$ cat src/rtl/i2c_tx_serializer.sv
// Byte serializer for the I2C transmit path: pops bytes from the show-ahead TX FIFO,
// shifts them MSB-first onto SDA one bit per timing strobe and samples the slave ACK.
module i2c_tx_serializer #(
    parameter int CNT_W = 6
) (
    input  logic             clk,
    input  logic             rst,
    input  logic             start,
    input  logic [CNT_W-1:0] byte_count,
    input  logic             fifo_empty,
    input  logic [7:0]       fifo_r_data,
    output logic             fifo_r_enable,
    input  logic             shift_strobe,
    input  logic             ack_in,
    output logic             sda_out,
    output logic             busy,
    output logic             done,
    output logic             nack_err,
    output logic             underrun,
    output logic [CNT_W-1:0] bytes_sent
);

    typedef enum logic [1:0] {IDLE, FETCH, SHIFT, ACK} state_t;

    state_t           state, state_d;
    logic [7:0]       shift_q, shift_d;
    logic [2:0]       bit_cnt_q, bit_cnt_d;
    logic [CNT_W-1:0] count_q, count_d;
    logic [CNT_W-1:0] sent_d;
    logic             done_d, nack_d, underrun_d;
    logic             empty_q;

    // Only this block drains the FIFO, so a one-cycle-old "not empty" can never be stale
    // while waiting in FETCH; using it keeps fifo_r_enable free of input-to-output paths.
    assign fifo_r_enable = (state == FETCH) && !empty_q;
    assign busy          = (state != IDLE);
    assign sda_out       = (state == SHIFT) ? shift_q[7] : 1'b1;

    // NOTE: every sequential register, including the shift register, has a defined reset value
    // and is updated with non-blocking assignments so all state advances together on the edge.
    always_ff @(posedge clk or posedge rst) begin
        if (rst) begin
            state      <= IDLE;
            shift_q    <= 8'h00;
            bit_cnt_q  <= 3'd0;
            count_q    <= '0;
            bytes_sent <= '0;
            done       <= 1'b0;
            nack_err   <= 1'b0;
            underrun   <= 1'b0;
            empty_q    <= 1'b1;
        end else begin
            state      <= state_d;
            shift_q    <= shift_d;
            bit_cnt_q  <= bit_cnt_d;
            count_q    <= count_d;
            bytes_sent <= sent_d;
            done       <= done_d;
            nack_err   <= nack_d;
            underrun   <= underrun_d;
            empty_q    <= fifo_empty;
        end
    end

    // NOTE: every value written here is given a default first, so no path leaves a latch behind.
    always_comb begin
        state_d    = state;
        shift_d    = shift_q;
        bit_cnt_d  = bit_cnt_q;
        count_d    = count_q;
        sent_d     = bytes_sent;
        done_d     = 1'b0;
        nack_d     = 1'b0;
        underrun_d = underrun;

        case (state)
            IDLE: begin
                if (start) begin
                    sent_d = '0;
                    if (byte_count != '0) begin
                        count_d    = byte_count;
                        underrun_d = 1'b0;
                        state_d    = FETCH;
                    end else begin
                        done_d = 1'b1;
                    end
                end
            end
            FETCH: begin
                // A pop takes priority; a strobe landing on the pop cycle is dropped.
                if (fifo_r_enable) begin
                    shift_d   = fifo_r_data;
                    bit_cnt_d = 3'd0;
                    state_d   = SHIFT;
                end else if (shift_strobe) begin
                    underrun_d = 1'b1;
                    state_d    = IDLE;
                end
            end
            SHIFT: begin
                if (shift_strobe) begin
                    if (bit_cnt_q == 3'd7) begin
                        state_d = ACK;
                    end else begin
                        shift_d   = {shift_q[6:0], 1'b0};
                        bit_cnt_d = bit_cnt_q + 3'd1;
                    end
                end
            end
            ACK: begin
                if (shift_strobe) begin
                    if (ack_in) begin
                        nack_d  = 1'b1;
                        state_d = IDLE;
                    end else begin
                        sent_d = bytes_sent + 1'b1;
                        if (sent_d == count_q) begin
                            done_d  = 1'b1;
                            state_d = IDLE;
                        end else begin
                            state_d = FETCH;
                        end
                    end
                end
            end
            default: state_d = IDLE;
        endcase
    end

endmodule

$ cat config.mk
export PLATFORM = sky130hd
export DESIGN_NAME = i2c_tx_serializer
export DESIGN_NICKNAME = d
export VERILOG_FILES = /design/src/rtl/i2c_tx_serializer.sv
export SDC_FILE = /design/constraint.sdc
export NUM_CORES = 1
export LEC_CHECK = 0
export CAP_MARGIN = 20
export CORE_AREA = 3 3 58 60
export DETAILED_ROUTE_END_ITERATION = 16
export DIE_AREA = 0 0 61 63
export HOLD_SLACK_MARGIN = 0.08
export PLACE_DENSITY = 0.9
export SLEW_MARGIN = 20
export SYNTH_ARGS = -nofsm -noshare
export SYNTH_HDL_FRONTEND = slang
export SYNTH_SLANG_ARGS = --single-unit
$ cat constraint.sdc
create_clock -name clk -period 6 [get_ports clk]
set_clock_uncertainty 0.2 [all_clocks]
set_input_delay 0.6 -clock clk [delete_from_list [all_inputs] [get_ports clk]]
set_output_delay 0.6 -clock clk [all_outputs]
set_load 0.05 [all_outputs]
# After elaboration in Yosys (flattened, before gate mapping)
# Index checks and enable logic that the tools add are counted.
# word_totals
register_bits	29
inputBits	20
output_inout_bits	12
elab_cells	77
# op_classes
addsub	2
n_eq_ne	16
n_mux	37
reduce_logical	13
# op_table
cell	count
8-bit 2-to-1 mux	3
6-bit 2-to-1 mux	3
2-bit != test, second input constant	9
8-bit case mux with 2 select lines	1
1-bit 2-to-1 mux	15
2-bit 2-to-1 mux	7
6-bit case mux with 2 select lines	1
3-bit 2-to-1 mux	3
2-bit case mux with 4 select lines	1
4-bit AND reduction	2
2-bit nonzero test	4
6-bit by 1-bit adder with 6-bit output, second input constant	1
6-bit equality test	1
3-bit case mux with 2 select lines	1
6-bit AND reduction	1
6-bit nonzero test	1
5-bit AND reduction	1
2-bit equality test, second input constant	2
1-bit case mux with 2 select lines	2
3-bit by 1-bit adder with 3-bit output, second input constant	1
3-bit equality test, second input constant	1
3-bit != test, second input constant	1
3-bit AND reduction	1
2-bit by 1-bit equality test with 1-bit output, second input constant	1
other kinds (4)	4

# Logic depth before layout (Yosys ltp)
# logic_depth
word_depth	6
ltp_mapped	8
mapped_depth_nobuf	7

# Worst setup path after synthesis
# Ideal clock, no wire load.
# synth_path
kind	register -> output
startpoint	reg state[0]
endpoint	out sda_out
t_arrival_ns	1.529
required_time_ns	5.200
slack_ns	3.671
stages_incl_launch_ff	6
path_buffers	2
path_cell_list	dfrtp_1 -> inv_1 -> ha_1 -> buf_2 -> buf_1 -> nand2b_1
# synth_via
elab_chain_len	2
# synth_lines
item	line_no	rtl
from (decl)	25	state_t state, state_d;
from (signal assigned)	53	state <= state_d;
2-bit equality test	37	assign sda_out = (state == SHIFT) ? shift_q[7] : 1'b1;
1-bit 2-to-1 mux	37	
to (decl)	15	output logic sda_out,
# Every way passes these cells.

# Worst setup path after layout
# Ends and elaborated chain as after synthesis.

==> results.sh <==
export IMPL_layout_common_cells="clkdlybuf4s50_1 (31), dfrtp_1 (28), nor2_1 (17)"
export IMPL_ios=32
export IMPL_cts_htree_levels=2
export IMPL_setup_viol=0
export IMPL_power_leakage_nw=0.8208
export IMPL_port_buffers=31
export IMPL_path_class="register to output port"
export IMPL_clockBufferDepth=2
export IMPL_fill_cells=251
export IMPL_maxCapViolCount=0
export IMPL_dp_hpwl_um=2490
export IMPL_slew_violations=0
export IMPL_synth_fp_nets=178
export IMPL_vias_per_cell=5.527
export IMPL_synth_seq_cells=29
export IMPL_area_growth_pct=25.59
export IMPL_gr_total_overflow=0
export IMPL_power_frac_seq_pct=38.8
export IMPL_post_cts_resize_count=0
export IMPL_hold_violations=0
export IMPL_synth_cell_type_count=29
export IMPL_drive_gt1_share_pct=9.626
export IMPL_initial_core_util_pct=51.39
export IMPL_routed_wl_um=3226
export IMPL_p_comb_share_pct=46.4
export IMPL_gp_congestion=0.8813
export IMPL_ant_nets=0
export IMPL_drc_errors=0
export IMPL_cp_slowest_cell="clkdlybuf4s50_1"
export IMPL_grt_usage_pct=19.04
export IMPL_fmax_mhz=318.5
export IMPL_netSwitchingPower_uw=322.4
export IMPL_netlist_area_um2=1530
export IMPL_grt_pass1_vias=1272
export IMPL_yosysSeqAreaShare_pct=47.51
export IMPL_die_x_um=61
export IMPL_min_path_type="register to register"
export IMPL_worst_slew_pin_slew_ns=0.6753
export IMPL_cts_hold_buffers=0
export IMPL_yosysTopAreaCellShare_pct=45.79
export IMPL_synth_area_per_cell_um2=10.13
export IMPL_seqCellArea_um2=726.9
export IMPL_multiInputGateArea_um2=753.2
export IMPL_grt_setup_unrepaired="no"
export IMPL_cts_sinks=29
export IMPL_cp_cell_sequence="inv_1 > ha_1 > nand2b_1 > clkdlybuf4s50_1"
export IMPL_utilization_pct=64.54
export IMPL_cts_setup_buffers=0
export IMPL_antenna_cells=0
export IMPL_switching_share_pct=41.31
export IMPL_cts_tree="yes"
export IMPL_clk_latency_ns=0.34
export IMPL_rows=20
export IMPL_yosys_top_cells_area="dfrtp_1 (46%), mux2_2 (5.9%), ha_1 (5.7%)"
export IMPL_synth_warnings=0
export IMPL_timing_setup_tns_ns=0
export IMPL_route_vias_total=1216
export IMPL_die_area_um2=3843
export IMPL_period_share_pct=52.33
export IMPL_power_density_nw_per_um2=406.1
export IMPL_cts_buffers=5
export IMPL_nNetsFinal=213
export IMPL_worstSetupStartpointType="register"
export IMPL_syn_inst=151
export IMPL_peakVddDrop_uv=264.7
export IMPL_critPathRequiredTime_ns=5.20
export IMPL_critPathCaptureType="output port"
export IMPL_cts_root_buf="clkbuf_4"
export IMPL_status="complete, no violations"
export IMPL_slowest_delay_ns=0.73
export IMPL_p_int_uw=458.0
export IMPL_final_common_cell="clkdlybuf4s50_1"
export IMPL_wl_per_cell_um=14.66
export IMPL_die_h_um=63
export IMPL_core_area_um2=2978
export IMPL_grt_antenna_before_repair=0
export IMPL_crit_fanout=16
export IMPL_period_minus_slack_ns=3.140
export IMPL_grt_max_degree=30
export IMPL_hold_slack_ns=0.3417
export IMPL_slew_headroom_pct=54.98
export IMPL_synth_largest_area_cell="dfrtp_1"
export IMPL_drtIter0Drc=72
export IMPL_clockPowerShare_pct=14.8
export IMPL_arrival_ns=2.34
export IMPL_drtPass1Iterations=4
export IMPL_grt_pass1_wl_um=5402
export IMPL_clk_pin_slew_ns=0.10
[sequential cells by signal, indices dropped and copies added (netlist names), named ones only]
| signal | flops |
|---|---|
| shift_q | 8 |
| bytes_sent | 6 |
| count_q | 6 |
| bit_cnt_q | 3 |
| done | 1 |
| empty_q | 1 |
| nack_err | 1 |
| state | 1 |
| underrun | 1 |
[Yosys cell counts]
cell type and number:
o32a_1 1, nand2b_1 6, and3b_1 1, o41ai_1 1
nor2b_1 2, a311oi_2 1, nor2_1 17, o21ai_0 11
a22oi_1 1, xor2_1 5, inv_1 9, a32o_1 1
xnor2_1 7, a41oi_1 1, mux2i_1 7, ha_1 7
nand3b_1 1, nand2_1 8, mux2_2 8, and3_1 2
dfrtp_1 28, nor4_2 1, dfstp_2 1, clkbuf_1 2
a21oi_1 12, buf_1 1, o21ai_1 1, nand3_1 7
buf_2 1
[cells by family after synthesis]
| group | share of synthesized area, % |
|---|---|
| xor+xnor | 6.868 |
| simple gates | 14.39 |
| buf+inv | 3.270 |
| mux | 10.47 |
| flops | 47.51 |
| fa+ha+maj | 5.723 |
| compound gates | 11.77 |
[cell type report]
class                   instances  share of cell area (%)
repair buffers                 32                   16.54
clock buffers                   8                   2.539
multi-input cells             109                   39.19
inverters                       9                   1.758
well taps                      33                   2.148
flip-flops and latches         29                   37.83
[worst paths after layout]
| path | depth (start not counted) | slack (ns) | to | start |
|---|---|---|---|---|
| max in group asynchronous | 2 | 4.77 | done | rst |
| hold / removal | 1 | 0.34 | bytes_sent[5] | bytes_sent[5] |
| hold reg to reg | 1 | 0.34 | bytes_sent[5] | bytes_sent[5] |
| min in group asynchronous | 2 | 0.44 | count_q[0] | rst |
| setup reg to reg | 7 | 3.50 | shift_q[7] | state[0] |
| setup / recovery | 4 | 2.86 | sda_out | state[0] |
[critical path: cells and delay by family, from the launching register on]
family	cells	cell delay [ns]
adders and majority gates	1	0.59
buffers and inverters	2	0.84
DFF	1	0.44
and+or+nand+nor	1	0.14
[power by group through the flow]
stage / logic [mW] / registers [mW] / clock network (mW)
after floorplan: 0.250 / 0.317 / 0
after global placement: 0.338 / 0.301 / 0
final: 0.362 / 0.303 / 0.116
after CTS: 0.364 / 0.303 / 0.118
after detailed placement: 0.364 / 0.306 / 0
after global routing: 0.399 / 0.312 / 0.129
[stage by stage]
stage / power [mW] / instance area, µm² / setup WS (ns) / instances
3_3_place_gp: 0.6393 / 1866 / 3.133 / 211
6_report: 0.7804 / 1922 / 2.860 / 220
3_5_place_dp: 0.6702 / 1873 / 3.235 / 212
5_1_grt: 0.8404 / 1922 / 2.715 / 220
2_1_floorplan: 0.5669 / 1530 / 3.671 / 151
4_1_cts: 0.7849 / 1922 / 2.849 / 220
[per-layer routing]
metal / wire (µm) / track usage (%)
met1: 1288 / 20.58
met2: 1652 / 31.55
met3: 215 / 7.851
met4: 70 / 8.401
met5: 0 / 0
Power figures use the tool's default switching activity.
